`src/rtl/bcd_pkg.sv`:
```
// Shared constants for the sequential binary-to-BCD converter.
// State encodings stay as plain localparams for legacy tool flows.
package bcd_pkg;
    localparam int NIB = 4;
    localparam logic [1:0] S_IDLE  = 2'd0;
    localparam logic [1:0] S_SHIFT = 2'd1;
    localparam logic [1:0] S_DONE  = 2'd2;
endpackage

```
`src/rtl/bin2bcd_seq_if.sv`:
```
// Start/done handshake plus held BCD digits between the
// requester (master) and the converter (slave).
interface bin2bcd_seq_if #(
    parameter int WIDTH = 8
);
    logic             start;
    logic [WIDTH-1:0] bin;
    logic             busy;
    logic             done;
    logic [3:0]       BCD0;
    logic [3:0]       BCD1;
    logic [3:0]       BCD2;

    modport master (
        output start, bin,
        input  busy, done, BCD0, BCD1, BCD2
    );

    modport slave (
        input  start, bin,
        output busy, done, BCD0, BCD1, BCD2
    );
endinterface

```
`src/rtl/bcd_add3.sv`:
```
// Double-dabble nibble correction: add 3 when the digit is 5 or more.
// Inputs never exceed 9, so the 4-bit sum cannot overflow.
module bcd_add3
    import bcd_pkg::*;
(
    input  logic [NIB-1:0] in_nib,
    output logic [NIB-1:0] out_nib
);
    assign out_nib = (in_nib >= NIB'(5)) ? in_nib + NIB'(3) : in_nib;
endmodule

```
`src/rtl/bin2bcd_seq.sv`:
```
// Sequential double-dabble converter: one shift per clock, WIDTH shifts,
// then the BCD nibbles are copied to held outputs with a one-cycle done.
module bin2bcd_seq
    import bcd_pkg::*;
#(
    parameter int WIDTH  = 8,
    parameter int DIGITS = 3
) (
    input  logic         clk,
    input  logic         rst,
    bin2bcd_seq_if.slave io
);
    localparam int BW = NIB * DIGITS;
    localparam int SW = BW + WIDTH;
    localparam int CW = $clog2(WIDTH + 1);
    localparam logic [CW-1:0] LAST = CW'(WIDTH - 1);

    logic [1:0]    state_q, state_d;
    logic [SW-1:0] sr_q, sr_d;
    logic [CW-1:0] cnt_q, cnt_d;
    logic [BW-1:0] bcd_q, bcd_d;
    logic          done_q, done_d;
    logic [BW-1:0] fix;

    for (genvar g = 0; g < DIGITS; g++) begin : g_add3
        bcd_add3 u_add3 (
            .in_nib  (sr_q[WIDTH + NIB*g +: NIB]),
            .out_nib (fix[NIB*g +: NIB])
        );
    end

    always_comb begin
        state_d = state_q;
        sr_d    = sr_q;
        cnt_d   = cnt_q;
        bcd_d   = bcd_q;
        done_d  = 1'b0;
        unique case (state_q)
            S_IDLE: begin
                if (io.start) begin
                    sr_d    = {{BW{1'b0}}, io.bin};
                    cnt_d   = '0;
                    state_d = S_SHIFT;
                end
            end
            S_SHIFT: begin
                // Corrected digits and remaining binary shift as one word.
                sr_d  = SW'({fix, sr_q[WIDTH-1:0]} << 1);
                cnt_d = cnt_q + CW'(1);
                if (cnt_q == LAST) begin
                    state_d = S_DONE;
                end
            end
            S_DONE: begin
                bcd_d   = sr_q[SW-1 -: BW];
                done_d  = 1'b1;
                state_d = S_IDLE;
            end
            default: begin
                state_d = S_IDLE;
            end
        endcase
    end

    always_ff @(posedge clk) begin
        if (rst) begin
            state_q <= S_IDLE;
            sr_q    <= '0;
            cnt_q   <= '0;
            bcd_q   <= '0;
            done_q  <= 1'b0;
        end else begin
            state_q <= state_d;
            sr_q    <= sr_d;
            cnt_q   <= cnt_d;
            bcd_q   <= bcd_d;
            done_q  <= done_d;
        end
    end

    assign io.busy = (state_q != S_IDLE);
    assign io.done = done_q;
    assign io.BCD0 = bcd_q[3:0];
    assign io.BCD1 = bcd_q[7:4];
    assign io.BCD2 = bcd_q[11:8];
endmodule

```
`src/flat_wrapper.sv`:
```
// flat-port wrapper written by rule: the top's interface ports become plain ports
module bin2bcd_seq_flat import bcd_pkg::*;
#(
    parameter int WIDTH  = 8,
    parameter int DIGITS = 3
)
  (clk, rst, io_start, io_bin, io_busy, io_done, io_BCD0, io_BCD1, io_BCD2);
  bin2bcd_seq_if #(.WIDTH(WIDTH)) io_i ();
  input  logic clk;
  input  logic rst;
  input wire logic [$bits(io_i.start)-1:0] io_start;
  input wire logic [$bits(io_i.bin)-1:0] io_bin;
  output wire logic [$bits(io_i.busy)-1:0] io_busy;
  output wire logic [$bits(io_i.done)-1:0] io_done;
  output wire logic [$bits(io_i.BCD0)-1:0] io_BCD0;
  output wire logic [$bits(io_i.BCD1)-1:0] io_BCD1;
  output wire logic [$bits(io_i.BCD2)-1:0] io_BCD2;
  assign io_i.start = io_start;
  assign io_i.bin = io_bin;
  assign io_busy = io_i.busy;
  assign io_done = io_i.done;
  assign io_BCD0 = io_i.BCD0;
  assign io_BCD1 = io_i.BCD1;
  assign io_BCD2 = io_i.BCD2;
  bin2bcd_seq #(.WIDTH(WIDTH), .DIGITS(DIGITS)) u_core (.clk(clk), .rst(rst), .io(io_i));
endmodule
```
`config.mk`:
```
export PLATFORM = sky130hd
export DESIGN_NAME = bin2bcd_seq_flat
export DESIGN_NICKNAME = d
export VERILOG_FILES = /design/src/rtl/bcd_pkg.sv /design/src/rtl/bin2bcd_seq_if.sv /design/src/rtl/bcd_add3.sv /design/src/rtl/bin2bcd_seq.sv /design/src/flat_wrapper.sv
export SDC_FILE = /design/constraint.sdc
export NUM_CORES = 1
export LEC_CHECK = 0
export CAP_MARGIN = 20
export CORE_ASPECT_RATIO = 0.6
export CORE_MARGIN = 2
export CORE_UTILIZATION = 45
export CTS_CLUSTER_SIZE = 30
export DETAILED_ROUTE_END_ITERATION = 8
export DONT_BUFFER_PORTS = 1
export SYNTH_ARGS = -nofsm -noshare
export SYNTH_HDL_FRONTEND = slang
export SYNTH_SLANG_ARGS = --single-unit
```
`constraint.sdc`:
```
create_clock -name clk -period 1.6 [get_ports clk]
set_clock_uncertainty 0.1 [all_clocks]
set_input_delay 0.24 -clock clk [delete_from_list [all_inputs] [get_ports clk]]
set_output_delay 0.24 -clock clk [all_outputs]
set_load 0.01 [all_outputs]
```
; ---- Word-level counts from Yosys, hierarchy flattened
; Index checks and enable logic that the tools add are counted.
[word_totals]
output_inout_bits = 14
in_bits = 11
reg_bits = 39
[op_classes]
addsub = 4
reduce_logical = 5
muxes = 11
n_eq_ne = 5
order_cmp = 3
[op_table]
columns = op, n
row1 = one-hot mux 20 bit (2 select lines), 1
row2 = two-way mux 20 bit, 1
row3 = ">= comparator 4 x 3 -> 1 bit, second input constant", 3
row4 = two-way mux 4 bit, 3
row5 = "adder 4 x 2 -> 4 bit, second input constant", 2
row6 = one-hot mux 4 bit (2 select lines), 1
row7 = "adder 4 x 1 -> 4 bit, second input constant", 1
row8 = "== test 4 x 3 -> 1 bit, second input constant", 1
row9 = two-way mux 2 bit, 2
row10 = one-hot mux 2 bit (2 select lines), 1
row11 = AND reduction 2 bit, 2
row12 = nonzero test 2 bit, 2
row13 = "adder 3 x 2 -> 3 bit, second input constant", 1
row14 = two-way mux 3 bit, 1
row15 = "== test 2 x 1 -> 1 bit, second input constant", 1
row16 = "== test 2 bit, second input constant", 1
row17 = zero test 2 bit, 1
row18 = "inequality test 2 x 1 -> 1 bit, second input constant", 1
row19 = "inequality test 2 bit, second input constant", 1
row20 = two-way mux 1 bit, 1

; ---- Longest topological paths before layout
[depth]
ltp_word = 3
depth_mapped = 6
mapped_depth_nobuf = 6

; ---- Modules after synthesis
; A second synthesis with hierarchy kept.
[hier_totals]
cells_unflattened = 202
area_unflattened_um2 = 1755.4
[modules_own_cells]
columns = module, cells_per_inst, seq_area_each_um2, n_inst, area_per_inst_um2
row1 = bin2bcd_seq, 154, 780.7, 1, 1451.4
row2 = bcd_add3, 16, 0.0, 3, 101.3

; ---- Least setup slack after synthesis
; OpenSTA, ideal clock, no wires.
[synth_path]
path_kind = flip-flop to flip-flop
startpoint = register u_core.sr_q[17]
endpoint = register u_core.sr_q[18]
arrival_time_ps = 1168
setup_time_ps = 117
stages_incl_launch_ff = 7
period_less_slack_ps = 1385
n_path_buf = 0
setup_slack_ps = 215
cell_sequence = dfxtp_1 > inv_1 > ha_1 > nand2b_1 > a21oi_1 > mux2i_1 > a22o_1
[synth_between]
elab_chain_cells = 3
[synth_rtl]
columns = element, line
row1 = "start, declared", bin2bcd_seq.sv:19  ; logic [SW-1:0] sr_q, sr_d;
row2 = "start signal, assigned", bin2bcd_seq.sv:74  ; sr_q <= sr_d;
row3 = >= comparator 4 x 3 -> 1 bit or adder 3 x 2 -> 3 bit (tied branches), bcd_add3.sv:9  ; assign out_nib = (in_nib >= NIB'(5)) ? in_nib + NIB'(3) : in_nib;
row4 = two-way mux 3 bit (*), bcd_add3.sv:9
row5 = one-hot mux 20 bit (2 select lines) (*), bin2bcd_seq.sv:38  ; unique case (state_q)
; Every way passes the cells marked *; elsewhere a longest branch is shown, timed or not.
; A chain may end at the register's enable or synchronous reset.

; ---- Final worst setup path
[layout_path]
startpoint = register u_core.state_q[0]
endpoint = output io_busy
[layout_between]
elab_chain_cells = 1
[layout_rtl]
columns = element, line
row1 = "start, declared", bin2bcd_seq.sv:18  ; logic [1:0] state_q, state_d;
row2 = "start signal, assigned", bin2bcd_seq.sv:73  ; state_q <= state_d;
row3 = nonzero test 2 bit, bin2bcd_seq.sv:81  ; assign io.busy = (state_q != S_IDLE);
row4 = "end, declared", flat_wrapper.sv:13  ; output wire logic [$bits(io_i.busy)-1:0] io_busy;
; No other way between the ends.

==> results by group <==
Status
  • Status: finished, final reports clean

Synth
  • Largest family of logic cells by synthesized area: simple AND/OR/NAND/NOR gates
  • Mapped Area: 0.00178 sq mm
  • Sequential share of the synthesized area: 43.8%
  • Synth Instances: 215
  • Post-synth EDFFs: 0
  • Area share of the largest cell type after synthesis: 43.8%
  • Area leader, netlist: dfxtp_1
  • XOR/XNOR Fraction of Synth Area: 2.45%
  • Distinct cells, synth: 31
  • Multiplexer area fraction after synthesis: 1.68%
  • Ys flop type: dfxtp_1
  • Syn_area_per_cell: 8.30 sq um
  • Top cells by area, synth: dfxtp_1 (44%), a21oi_1 (7.9%), nor2_1 (6.9%), nand2_1 (5.3%), ha_1 (4.9%)
  • Post-synthesis adder-cell area fraction: 4.91%
  • Top-count cell post-synth: dfxtp_1
  • Ys Warns: 0
  • Async SR Flop Fraction: 0%
  • Post-synth top cells: dfxtp_1 (39), nor2_1 (33), a21oi_1 (28), nand2_1 (25), nor3_1 (11)
  • Synth Area in Compound Gates: 17.2%
  • Synth Area in Simple Gates: 25.3%
  • Yosys reg bits: 39
  • Syn_nets: 233

Worst setup path
  • Worst R2R Setup Slack: 0.09 ns
  • Worst setup path class: flip-flop to primary output
  • Critical Path End Type: primary output
  • Worst EP arrival: 1.18 ns
  • Worst Reg-to-Reg Cells: 7
  • R2R Path Start: u_core.sr_q[12]
  • CP Max Fanout: 16
  • Worst setup path end: io_busy
  • RR Endpoint: u_core.sr_q[13]
  • CP startpoint: u_core.state_q[0]
  • WP data required: 1.26 ns
  • Worst setup SP type: flip-flop

Power
  • Leakage: 0.000769 uW
  • Switch share: 22.5%
  • Register share of total power: 50.4%
  • P_sw: 451 uW
  • Power density over the cells: 1010 mW/mm^2
  • Final Total Pwr: 2000 uW
  • Cell Int Power: 1550 uW
  • Clock power frac: 43.0%
  • Peak supply drop: 0.000438 V
  • Combinational power share: 6.6%

Detailed routing
  • 1st-iter DRT viols: 57
  • Drt pass-1 iters: 4
  • Residual DRC count: 0
  • Routed length per instance: 13.3 um
  • DRT Wirelength: 3.56 mm
  • Final ANT Viol Nets: 0
  • Via density: 5.31
  • Vias: 1417

Final layout
  • FILL cells: 369
  • Area growth, synth to finish: 11.0%
  • Final instance area: 0.00198 sq mm
  • Fin cells: 267
  • N_diodes: 0
  • Share of layout cells above drive strength 1: 13.2%
  • Nets: 237

Global routing
  • Largest net degree at the start of global routing: 34
  • Antenna violations before repair: 0
  • Tot GR Track Use: 16.8%
  • Vias in the first global route: 1285
  • Residual overflow from global routing: 0
  • Wire length of the first global-routing pass: 5.78 mm

Clock tree
  • CTS root buffer: clkbuf_8
  • CTS tree: built
  • Reg clk slew, reported paths: 0.08 ns
  • TritonCTS Buffers: 5
  • TritonCTS Sinks: 39
  • Clk_lat worst skew: 0.29 ns
  • Clk buf depth: 2
  • H-tree depth: 2

Timing
  • Max-slew violations: 0
  • F_max: 0.656 GHz
  • Minimum clock period: 1.52 ns
  • RSZ-0062 raised after global routing: no
  • Setup violators final: 0
  • Worst-Margin Slew: 0.418 ns
  • Setup TNS Final: 0 ns
  • Fin crit share: 95.2%
  • Final Hold Fails: 0
  • Slew HR: 72.1%

Die
  • DIE AREA: 0.00450 sq mm
  • Initial Util: 47.7%
  • Die W: 85.3 um
  • Num rows: 17
  • Core area: 0.00374 sq mm
  • Height of the die: 52.8 um
  • I/O pin total: 25

Placed design
  • Placed insts: 257
  • Port buffer count: 0
  • DP Area: 0.00183 sq mm
  • Post-DP HPWL: 2.49 mm
  • GPL Wtd Cong: 0.753

Hold path
  • HP Class: primary input to flip-flop

Job
  • Max_cap viols: 0
==> cells by family (layout without fill, tap and decap cells) <==
family / Yosys count / in the layout
flip-flops: 39 / 39
multiplexers: 3 / 3
XOR/XNOR: 5 / 5
adder cells (fa/ha/maj): 7 / 7
buffers and inverters: 17 / 22
AO/OA/AOI/OAI: 49 / 49
AND/OR/NAND/NOR: 95 / 95
==> layer usage <==
layer,track usage (%),routed length (um),vias up
li1,-,-,730
met1,23.4,1750,658
met3,4.72,218,3
met2,25.1,1560,26
met5,0,0,-
met4,5.56,22,0
==> power by group through the flow <==
stage	combinational [uW]	clock, uW	sequential (uW)
after floorplan	118	0	1030
after global placement	112	0	1030
after detailed placement	116	0	1030
after CTS	117	869	1010
after global routing	152	910	1020
final	132	862	1010
==> flip-flops by register name, summed over array words and instances, names as in the netlist <==
signal and flops:
u_core.sr_q 20, u_core.bcd_q 12, u_core.cnt_q 4, u_core.state_q 2, u_core.io.done 1
==> worst min-delay path by stage <==
stage | start | end | cells after the start
after detailed placement | rst | u_core.bcd_q[5] | 1
after CTS | rst | u_core.sr_q[11] | 1
after global placement | rst | u_core.sr_q[11] | 1
after global routing | io_start | u_core.sr_q[2] | 3
after floorplan | u_core.sr_q[19] | u_core.bcd_q[11] | 2
final | io_start | u_core.sr_q[5] | 3
==> cell type report <==
class	instances	area, sq um	area share (%)
clock inverters	2	35.0	1.77
inverters	6	22.5	1.14
clock buffers	6	82.6	4.17
repair buffers	8	72.6	3.66
well taps	47	58.8	2.97
flip-flops and latches	39	786	39.7
multi-input cells	159	923	46.6
==> worst max-delay path, cell delays in order, from the launching register on <==
cell and delay (ns):
dfxtp_2 0.38, buf_4 0.20, or2_2 0.31
==> through the flow <==
step                worst slack [ns]  hold slack (ns)  util [%]
floorplan                      0.215            0.343         -
global placement              0.0582            0.215      48.8
detailed placement            0.0657            0.215      48.8
CTS                          0.00383          -0.0956      51.9
global route                  0.0151           0.0700      52.9
finish                        0.0761           0.0613      52.9
==> repair_timing <==
action	in CTS	in global routing
setup endpoints to repair	0	5
buffers inserted	0	1
gates resized for setup	0	5
endpoints found under the hold margin	31	31
==> cell usage in the layout (no fill, tap or decap), types with 6 or more instances in the layout <==
cell,count
dfxtp_1,35
nor2_1,33
a21oi_1,27
nand2_1,25
nor3_1,11
a22o_1,8
nor2b_1,7
ha_1,7
buf_4,7
inv_1,6
nand2b_1,6
clkbuf_8,6
Note: power is estimated with default switching activity, not from simulation.
